### config.mk
export PLATFORM = sky130hd
export DESIGN_NAME = dtu_rx_frame_flat
export DESIGN_NICKNAME = d
export VERILOG_FILES = /design/src/rtl/dtu_rx_frame_if.sv /design/src/rtl/dtu_rx_frame.sv /design/src/flat_wrapper.sv
export SDC_FILE = /design/constraint.sdc
export NUM_CORES = 1
export LEC_CHECK = 0
export ABC_CLOCK_PERIOD_IN_PS = 2060
export BUFFER_PORTS_ARGS = -buffer_cell sky130_fd_sc_hd__buf_2
export CORE_UTILIZATION = 45
export DETAILED_ROUTE_END_ITERATION = 8
export HOLD_SLACK_MARGIN = 0.03
export PLACE_DENSITY_LB_ADDON = 0.2
export SYNTH_ARGS = -nofsm -noshare
export SYNTH_HDL_FRONTEND = slang
export SYNTH_SLANG_ARGS = --single-unit
### constraint.sdc
create_clock -name clk_rx -period 2.06 [get_ports clk_rx]
set_input_delay 0.309 -clock clk_rx [delete_from_list [all_inputs] [get_ports clk_rx]]
set_output_delay 0.309 -clock clk_rx [all_outputs]
set_load 0.1 [all_outputs]
### src/rtl/dtu_rx_frame_if.sv
// Host-facing message handshake of the DTU receiver.
// The master drives the received message and status; the slave is the host that acknowledges.
interface dtu_rx_frame_if #(
  parameter int unsigned DATA_W = 7
);
  logic              rx_ack;
  logic [DATA_W-1:0] rx_character1;
  logic [DATA_W-1:0] rx_character2;
  logic              rx_busy;
  logic              rx_ready;
  logic              rx_error;

  modport master (
    input  rx_ack,
    output rx_character1,
    output rx_character2,
    output rx_busy,
    output rx_ready,
    output rx_error
  );

  modport slave (
    output rx_ack,
    input  rx_character1,
    input  rx_character2,
    input  rx_busy,
    input  rx_ready,
    input  rx_error
  );
endinterface

### src/rtl/dtu_rx_frame.sv
// DTU asynchronous link receiver: oversampled start/data/parity/stop deserialiser holding a
// two-character message that the host collects through a ready/ack handshake.
module dtu_rx_frame #(
  parameter int unsigned OVERSAMPLE = 8,
  parameter int unsigned DATA_W     = 7
) (
  input  logic              clk_rx,
  input  logic              rst,
  input  logic              en,
  input  logic              clk_div_ld,
  input  logic [1:0]        clk_div_sel,
  input  logic              rx_in,
  dtu_rx_frame_if.master    rx_bus
);

  localparam int unsigned SampW = $clog2(OVERSAMPLE);
  localparam int unsigned IdxW  = $clog2(DATA_W);
  localparam logic [SampW-1:0] HalfLast = SampW'(OVERSAMPLE / 2 - 1);
  localparam logic [SampW-1:0] BitLast  = SampW'(OVERSAMPLE - 1);
  localparam logic [IdxW-1:0]  IdxLast  = IdxW'(DATA_W - 1);

  typedef enum logic [2:0] {StIdle, StStart, StData, StParity, StStop} state_e;

  state_e            state_q, state_d;
  logic              sync1_q, sync1_d, sync2_q, sync2_d;
  logic              line_prev_q, line_prev_d;
  logic [1:0]        div_q, div_d;
  logic [2:0]        tick_cnt_q, tick_cnt_d;
  logic [SampW-1:0]  samp_q, samp_d;
  logic [IdxW-1:0]   idx_q, idx_d;
  logic [DATA_W-1:0] data_q, data_d;
  logic              perr_q, perr_d;
  logic [1:0]        count_q, count_d;
  logic [DATA_W-1:0] char1_q, char1_d, char2_q, char2_d;
  logic              ready_q, ready_d;
  logic              error_q, error_d;

  logic [2:0] div_max;
  logic       tick;
  logic       stop_evt;
  logic [1:0] count_base;

  // Next-state: synchroniser, prescaler, frame FSM and message buffer.
  always_comb begin
    state_d     = state_q;
    sync1_d     = rx_in;
    sync2_d     = sync1_q;
    line_prev_d = line_prev_q;
    div_d       = div_q;
    tick_cnt_d  = tick_cnt_q;
    samp_d      = samp_q;
    idx_d       = idx_q;
    data_d      = data_q;
    perr_d      = perr_q;
    count_d     = count_q;
    char1_d     = char1_q;
    char2_d     = char2_q;
    error_d     = error_q;
    stop_evt    = 1'b0;
    count_base  = count_q;

    case (div_q)
      2'd0:    div_max = 3'd0;
      2'd1:    div_max = 3'd1;
      2'd2:    div_max = 3'd3;
      default: div_max = 3'd7;
    endcase
    tick = en && (tick_cnt_q == div_max);

    if (clk_div_ld) begin
      div_d      = clk_div_sel;
      tick_cnt_d = 3'd0;
    end else if (en) begin
      tick_cnt_d = tick ? 3'd0 : tick_cnt_q + 3'd1;
    end

    // Line level as seen on the previous tick; a falling edge is detected across ticks.
    if (tick) line_prev_d = sync2_q;

    if (!en) begin
      state_d = StIdle;
      samp_d  = '0;
    end else if (tick) begin
      case (state_q)
        StIdle: begin
          // After a break line_prev stays 0 until the line has returned high.
          if (line_prev_q && !sync2_q) begin
            state_d = StStart;
            samp_d  = '0;
          end
        end
        StStart: begin
          if (samp_q == HalfLast) begin
            samp_d  = '0;
            idx_d   = '0;
            state_d = sync2_q ? StIdle : StData;
          end else begin
            samp_d = samp_q + 1'b1;
          end
        end
        StData: begin
          if (samp_q == BitLast) begin
            samp_d         = '0;
            data_d[idx_q]  = sync2_q;
            if (idx_q == IdxLast) state_d = StParity;
            else                  idx_d   = idx_q + 1'b1;
          end else begin
            samp_d = samp_q + 1'b1;
          end
        end
        StParity: begin
          if (samp_q == BitLast) begin
            samp_d  = '0;
            perr_d  = sync2_q ^ (^data_q);
            state_d = StStop;
          end else begin
            samp_d = samp_q + 1'b1;
          end
        end
        StStop: begin
          if (samp_q == BitLast) begin
            samp_d   = '0;
            stop_evt = 1'b1;
            state_d  = StIdle;
          end else begin
            samp_d = samp_q + 1'b1;
          end
        end
        default: state_d = StIdle;
      endcase
    end

    // Ack is applied before any commit landing in the same cycle.
    if (rx_bus.rx_ack) begin
      count_base = 2'd0;
      error_d    = 1'b0;
    end
    count_d = count_base;

    if (stop_evt) begin
      if (perr_q || !sync2_q) begin
        error_d = 1'b1;
      end else if (count_base == 2'd0) begin
        char1_d = data_q;
        count_d = 2'd1;
      end else if (count_base == 2'd1) begin
        char2_d = data_q;
        count_d = 2'd2;
      end else begin
        error_d = 1'b1;
      end
    end

    ready_d = (count_d == 2'd2);
  end

  // State registers with synchronous reset; sync flops reset to the idle line level.
  always_ff @(posedge clk_rx) begin
    if (rst) begin
      state_q     <= StIdle;
      sync1_q     <= 1'b1;
      sync2_q     <= 1'b1;
      line_prev_q <= 1'b1;
      div_q       <= 2'd0;
      tick_cnt_q  <= 3'd0;
      samp_q      <= '0;
      idx_q       <= '0;
      data_q      <= '0;
      perr_q      <= 1'b0;
      count_q     <= 2'd0;
      char1_q     <= '0;
      char2_q     <= '0;
      ready_q     <= 1'b0;
      error_q     <= 1'b0;
    end else begin
      state_q     <= state_d;
      sync1_q     <= sync1_d;
      sync2_q     <= sync2_d;
      line_prev_q <= line_prev_d;
      div_q       <= div_d;
      tick_cnt_q  <= tick_cnt_d;
      samp_q      <= samp_d;
      idx_q       <= idx_d;
      data_q      <= data_d;
      perr_q      <= perr_d;
      count_q     <= count_d;
      char1_q     <= char1_d;
      char2_q     <= char2_d;
      ready_q     <= ready_d;
      error_q     <= error_d;
    end
  end

  assign rx_bus.rx_character1 = char1_q;
  assign rx_bus.rx_character2 = char2_q;
  assign rx_bus.rx_busy       = (state_q != StIdle);
  assign rx_bus.rx_ready      = ready_q;
  assign rx_bus.rx_error      = error_q;

endmodule
### src/flat_wrapper.sv
// flat-port wrapper written by rule: the top's interface ports become plain ports
module dtu_rx_frame_flat 
#(
  parameter int unsigned OVERSAMPLE = 8,
  parameter int unsigned DATA_W     = 7
)
  (clk_rx, rst, en, clk_div_ld, clk_div_sel, rx_in, rx_bus_rx_ack, rx_bus_rx_character1, rx_bus_rx_character2, rx_bus_rx_busy, rx_bus_rx_ready, rx_bus_rx_error);
  dtu_rx_frame_if #(.DATA_W(DATA_W)) rx_bus_i ();
  input  logic clk_rx;
  input  logic rst;
  input  logic en;
  input  logic clk_div_ld;
  input  logic [1:0] clk_div_sel;
  input  logic rx_in;
  input wire logic [$bits(rx_bus_i.rx_ack)-1:0] rx_bus_rx_ack;
  output wire logic [$bits(rx_bus_i.rx_character1)-1:0] rx_bus_rx_character1;
  output wire logic [$bits(rx_bus_i.rx_character2)-1:0] rx_bus_rx_character2;
  output wire logic [$bits(rx_bus_i.rx_busy)-1:0] rx_bus_rx_busy;
  output wire logic [$bits(rx_bus_i.rx_ready)-1:0] rx_bus_rx_ready;
  output wire logic [$bits(rx_bus_i.rx_error)-1:0] rx_bus_rx_error;
  assign rx_bus_i.rx_ack = rx_bus_rx_ack;
  assign rx_bus_rx_character1 = rx_bus_i.rx_character1;
  assign rx_bus_rx_character2 = rx_bus_i.rx_character2;
  assign rx_bus_rx_busy = rx_bus_i.rx_busy;
  assign rx_bus_rx_ready = rx_bus_i.rx_ready;
  assign rx_bus_rx_error = rx_bus_i.rx_error;
  dtu_rx_frame #(.OVERSAMPLE(OVERSAMPLE), .DATA_W(DATA_W)) u_core (.clk_rx(clk_rx), .rst(rst), .en(en), .clk_div_ld(clk_div_ld), .clk_div_sel(clk_div_sel), .rx_in(rx_in), .rx_bus(rx_bus_i));
endmodule
==> summary.txt, run 1 <==
Clocking
  – Root Buffer: clkbuf_8
  – Clk Latency, worst-skew pair: 0.29 ns
  – CTS buffer count: 5
  – CTS Buffer Depth: 2
  – Clock transition at path regs: 0.08 ns
  – Clock sink count: 43
  – CTS tree: built
  – # H-tree levels: 2

STA
  – Tcrit/Tclk final: 96.4%
  – Fmax: 0.504 GHz
  – Clk_skew: 0.00589 ns
  – Post-route minimum period: 1.99 ns
  – Setup TNS: 0 ns
  – Slew Limit Fails: 0
  – Least-Margin Pin Slew: 0.489 ns
  – Headroom to the max-slew limit: 67.6%
  – Hold_ws: 0.194 ns
  – Final worst setup slack: 0.0746 ns
  – Final Hold Viols: 0
  – Setup violations, final: 0

Die
  – Die Area: 5320 um^2
  – Die extent in y: 72.9 um
  – Core ar.: 4790 um^2
  – Ports: 25
  – FP Rows: 25
  – DIE WIDTH: 72.9 um
  – Initial core utilization: 47.3%

Worst setup path
  – WP data arrival: 2.21 ns
  – CP Capture Type: register
  – CP required: 2.29 ns
  – CP max stage cell: or4_1
  – WS Path Type: reg2reg
  – Startpoint types: register
  – Max incr delay on CP: 0.47 ns
  – FF-to-FF path depth: 7
  – Most common cell on crit path: ha_2
  – Crit Path Max Fanout: 4
  – Worst path cell trace: ha_2, ha_2, nor4b_1, a211o_1, a21o_1, or4_1, a21oi_1

Global routing
  – Initial antenna violation count: 0
  – Largest net degree at the start of global routing: 23
  – First-pass GRT wire length: 7920 um
  – Gr ovfl total: 0
  – Total GRT Usage: 19.3%
  – Vias in the first global route: 1733

Worst hold path
  – Hold path depth: 2
  – Hold crit path type: in2reg

Finish
  – Share of layout cells above drive strength 1: 25.6%
  – Filler Cell Count: 455
  – # diodes: 0
  – Commonest non-fill, non-tap cell in the layout: dfxtp_1
  – Sequential standard cell area: 863 um^2
  – Syn-to-layout area delta: 21.0%
  – Final net count: 303
  – Multi-input logic area: 1370 um^2
  – Commonest non-fill, non-tap cells in the layout: 41 x dfxtp_1, 27 x nor2_1, 24 x buf_2, 21 x mux2i_1, 20 x buf_4

Logic synthesis
  – Largest cells by area after synthesis: dfxtp_1 38%, mux2i_1 9.3%, ha_1 5.5%, nor2_1 4.5%, a21oi_1 3.5%
  – Avg Inst Size Synth: 9.36 um^2
  – Yosys top cell area share: 38.0%
  – Post-synthesis instance total: 242
  – Yosys warning total: 0
  – Post-Synthesis Cell Area: 2260 um^2
  – Synth cell types: 53
  – Top_reg_cell synth: dfxtp_1
  – Post-synth EDFFs: 0
  – Number of synthesized register bits: 43
  – Async S/R FF share, synth: 0%
  – Area leader, netlist: dfxtp_1
  – Seq/Total Area, Yosys: 38.0%
  – Syn Nets: 260

Pwr
  – Int Pwr: 1.15 mW
  – Pleak: 1.06 nW
  – Power Density: 547 nW/um^2
  – Gate power share: 7.7%
  – Sw frac: 23.2%
  – Peak VDD IR: 374 uV
  – P_sw: 348 uW
  – Sequential share of power: 56.4%
  – Clock power share: 35.9%

Routing
  – Drt pass-1 iters: 5
  – Via count: 1887
  – Post-DRT Antenna Nets: 0
  – Via density: 5.36
  – Wirelength per Cell: 13.7 um
  – DR iter-0 viols: 71
  – Final WL: 4820 um
  – DRC Markers: 0

Status
  – Outcome: completed

Place
  – GPL Wtd Cong: 0.828
  – Port Buf Inserts: 24
  – Dpl ws: 0.0878 ns
  – Hpwl dp: 3460 um

Run
  – Max_cap viols: 0
-- cell families after synthesis --
family          after synthesis  share of synthesized area (%)
compound gates               51                           18.3
xor+xnor                      8                           3.09
fa+ha+maj                    10                           5.52
buf+inv                      18                           3.09
flops                        43                           38.0
mux                          22                           9.78
simple gates                 90                           22.2
-- power groups by stage --
stage               Clock [mW]  Combinational, mW  Sequential, mW
CTS                      0.554              0.113           0.846
global route             0.587              0.127           0.848
floorplan                    0             0.0640           0.863
detailed placement           0              0.113           0.865
global placement             0              0.113           0.865
finish                   0.538              0.115           0.846
-- critical path, delay by kind of cell, from the launching register on --
kind | cells | cell delay [ns]
and+or+nand+nor | 2 | 0.53
DFF | 1 | 0.37
AOI/OAI and AO/OA | 3 | 0.61
adders and majority gates | 2 | 0.42
-- routing by layer --
layer | global-route usage, % | wire length [um]
met5 | 0 | 0
met4 | 7.41 | 83
met3 | 3.73 | 151
met2 | 31.3 | 2290
met1 | 25.5 | 2300
-- cell type report --
type / instances / share of cell area (%)
inverter: 7 / 0.958
timing repair buffer: 47 / 11.4
clock inverter: 1 / 0.183
sequential: 43 / 31.5
multi-input combinational: 181 / 49.9
tap: 67 / 3.06
clock buffer: 6 / 3.01
-- Yosys cell counts (5+ instances only) --
master	number
a21oi_1	16
clkbuf_1	8
dfxtp_1	43
ha_1	10
inv_1	6
mux2i_1	21
nand2_1	14
nand2b_1	5
nand3_1	5
nor2_1	27
nor2b_1	7
nor3b_1	5
o21ai_1	6
xnor2_1	7
-- per-stage QoR --
| stage | power, mW | utilization (%) | area (um^2) | cells |
|---|---|---|---|---|
| floorplan | 0.927 | - | 2270 | 242 |
| detailed placement | 0.979 | 54.6 | 2610 | 345 |
| finish | 1.50 | 57.3 | 2740 | 352 |
| global route | 1.56 | 57.3 | 2740 | 352 |
| CTS | 1.51 | 56.4 | 2700 | 352 |
| global placement | 0.978 | 54.6 | 2610 | 345 |
-- worst paths after layout --
path,startpoint,end,slack [ns]
worst max-delay path,u_core.samp_q[0],u_core.state_q[0],0.07
worst max register to register,u_core.samp_q[0],u_core.state_q[0],0.07
worst min-delay path,rx_in,u_core.sync1_q,0.19
worst min register to register,u_core.sync1_q,u_core.sync2_q,0.42
-- repair_timing --
action	4_1_cts	5_1_grt
resized for setup	0	11
buffers inserted	0	0
hold buffers	0	0
setup endpoints to repair	0	17
-- sequential cells by signal (all words and copies together) (netlist names), 2 cells and up --
name	count
u_core.tick_cnt_q	3
u_core.samp_q	3
u_core.rx_bus.rx_character1	7
u_core.rx_bus.rx_character2	7
u_core.state_q	3
u_core.count_q	2
u_core.idx_q	3
u_core.div_q	2
u_core.data_q	7
Note: power is estimated with default switching activity, not from simulation.
==> run 2, diff against run 1 <==
Settings changed: BUFFER_PORTS_ARGS -buffer_cell sky130_fd_sc_hd__buf_2 to -buffer_cell sky130_fd_sc_hd__buf_4, CORE_UTILIZATION 45 to 38.
==> summary.txt, run 2 (same netlist as run 1, synthesis figures left out) <==
Status
  – Outcome: completed (unchanged)

Finish
  – Commonest non-fill, non-tap cell in the layout: buf_4 (was dfxtp_1)
  – Syn-to-layout area delta: 26.1% (was 21.0%)
  – # diodes: 0 (unchanged)
  – Commonest non-fill, non-tap cells in the layout: 46 x buf_4, 37 x dfxtp_1, 27 x nor2_1, 21 x mux2i_1, 16 x a21oi_1 (was 41 x dfxtp_1, 27 x nor2_1, 24 x buf_2, 21 x mux2i_1, 20 x buf_4)
  – Final net count: 305 (was 303)
  – Share of layout cells above drive strength 1: 27.4% (was 25.6%)

Worst setup path
  – CP required: 2.29 ns (about the same)
  – CP delay by family, top: compound AO/OA/AOI/OAI gates (unchanged)
  – Max incr delay on CP: 0.46 ns (was 0.47 ns)
  – Worst path cell trace: ha_2, ha_1, nor4b_1, a211o_1, a21o_1, or4_1, a21oi_1 (was ha_2, ha_2, nor4b_1, a211o_1, a21o_1, or4_1, a21oi_1)
  – WS Path Type: reg2reg (unchanged)
  – WP data arrival: 2.18 ns (was 2.21 ns)
  – CP max stage cell: or4_1 (unchanged)
  – CP Capture Type: register (unchanged)
  – CP bufs+invs: 0 (unchanged)
  – Startpoint types: register (unchanged)
  – Crit Path Max Fanout: 4 (unchanged)

STA
  – Setup violations, final: 0 (unchanged)
  – RSZ-0062 raised after global routing: no
  – Clk_skew: 0.00647 ns (was 0.00589 ns)
  – Final Hold Viols: 0 (unchanged)
  – Setup TNS: 0 ns (unchanged)
  – Tcrit/Tclk final: 95.0% (was 96.4%)
  – Least-Margin Pin Slew: 0.440 ns (was 0.489 ns)
  – Fmax: 0.511 GHz (was 0.504 GHz)
  – Slew Limit Fails: 0 (unchanged)
  – Hold_ws: 0.204 ns (was 0.194 ns)
  – Post-route minimum period: 1.96 ns (was 1.99 ns)
  – Headroom to the max-slew limit: 70.6% (was 67.6%)

Global routing
  – Initial antenna violation count: 0 (unchanged)
  – Vias in the first global route: 1736 (was 1733)
  – Gr ovfl total: 0 (unchanged)
  – First-pass GRT wire length: 8200 um (was 7920 um)
  – Largest net degree at the start of global routing: 40 (was 23)
  – Total GRT Usage: 16.8% (was 19.3%)

Pwr
  – Peak VDD IR: 457 uV (was 374 uV)
  – Overall power: 1.63 mW (was 1.50 mW)
  – Pleak: 1.08 nW (was 1.06 nW)
  – Power Density: 569 nW/um^2 (was 547 nW/um^2)

Clocking
  – Root Buffer: clkbuf_8 (unchanged)
  – Clock transition at path regs: 0.09 ns (was 0.08 ns)
  – CTS tree: built (unchanged)
  – CTS buffer count: 5 (unchanged)
  – # H-tree levels: 2 (unchanged)
  – Clk Latency, worst-skew pair: 0.29 ns (about the same)
  – Clock sink count: 43 (unchanged)
  – CTS Buffer Depth: 2 (unchanged)

Routing
  – Post-DRT Antenna Nets: 0 (unchanged)
  – Via count: 1885 (was 1887)
  – Drt pass-1 iters: 4 (was 5)
  – Wirelength per Cell: 13.7 um (about the same)
  – DR iter-0 viols: 138 (was 71)
  – Final WL: 4930 um (was 4820 um)
  – Via density: 5.24 (was 5.36)
  – DRC Markers: 0 (unchanged)

Die
  – FP Rows: 27 (was 25)
  – Die extent in y: 79.2 um (was 72.9 um)
  – Initial core utilization: 40.1% (was 47.3%)
  – Die Area: 6270 um^2 (was 5320 um^2)
  – Ports: 25 (unchanged)
  – DIE WIDTH: 79.2 um (was 72.9 um)
  – Core ar.: 5640 um^2 (was 4790 um^2)

Worst hold path
  – Hold crit path type: in2reg (unchanged)

Place
  – Hpwl dp: 3550 um (was 3460 um)
  – Port Buf Inserts: 24 (unchanged)
  – GPL Wtd Cong: 0.774 (was 0.828)

Run
  – Max_cap viols: 0 (unchanged)
==> run 2: changes by cell type in the layout (fill, tap and decap cells not counted), sizes merged <==
cell / previous run / this run
clkinv: 1 / 2
buf: 47 / 49
bufinv: 0 / 1
clkbuf: 6 / 5
==> run 2: routing by layer <==
metal / track usage (%) / vias up / share of wire [%]
met4: 4.36 / 0 / 0.73
met1: 22.7 / 881 / 48
met3: 3.22 / 2 / 5.0
li1: - / 964 / -
met5: 0 / - / 0
met2: 27.3 / 38 / 46
==> run 2: final timing paths <==
kind	from	end	slack, ns	cells after the start
hold / removal	rx_in	u_core.sync1_q	0.20	2
setup / recovery	u_core.samp_q[1]	u_core.state_q[0]	0.10	7
hold reg to reg	u_core.sync1_q	u_core.sync2_q	0.42	1
setup reg to reg	u_core.samp_q[1]	u_core.state_q[0]	0.10	7
==> run 2: power breakdown <==
part,internal [mW],total (mW),switching [mW],leakage [nW]
registers,0.838,0.845,0.00745,0.350
clock network,0.361,0.660,0.299,0.0581
logic,0.0536,0.120,0.0664,0.674
==> run 2: through the flow <==
stage               setup WS (ns)  util, %  area, um^2  std cells
floorplan                  0.0509        -        2270        242
global placement           0.0497     47.9        2710        352
detailed placement         0.0335     47.9        2710        352
CTS                        0.0300     49.9        2820        360
global route             0.000191     50.6        2860        360
finish                      0.104     50.6        2860        360
==> run 2: area by class of cell <==
type | instances | area (um^2)
Tap cell | 72 | 90.1
Fill cell | 528 | 2790
Clock inverter | 3 | 43.8
Sequential cell | 43 | 868
Inverter | 7 | 26.3
Clock buffer | 5 | 68.8
Timing Repair Buffer | 49 | 397
Multi-Input combinational cell | 181 | 1360
==> run 2: worst register-to-register path: cells and delay by family (launching register included) <==
kind            cells  cell delay (ns)
fa+ha+maj           2             0.42
compound gates      3             0.60
simple gates        2             0.52
flops               1             0.34
==> run 2: what timing repair did <==
item	4_1_cts	5_1_grt
hold buffers	0	0
setup endpoints to repair	0	24
endpoints found under the hold margin	0	0
gates resized for setup	0	13
buffers inserted	0	0
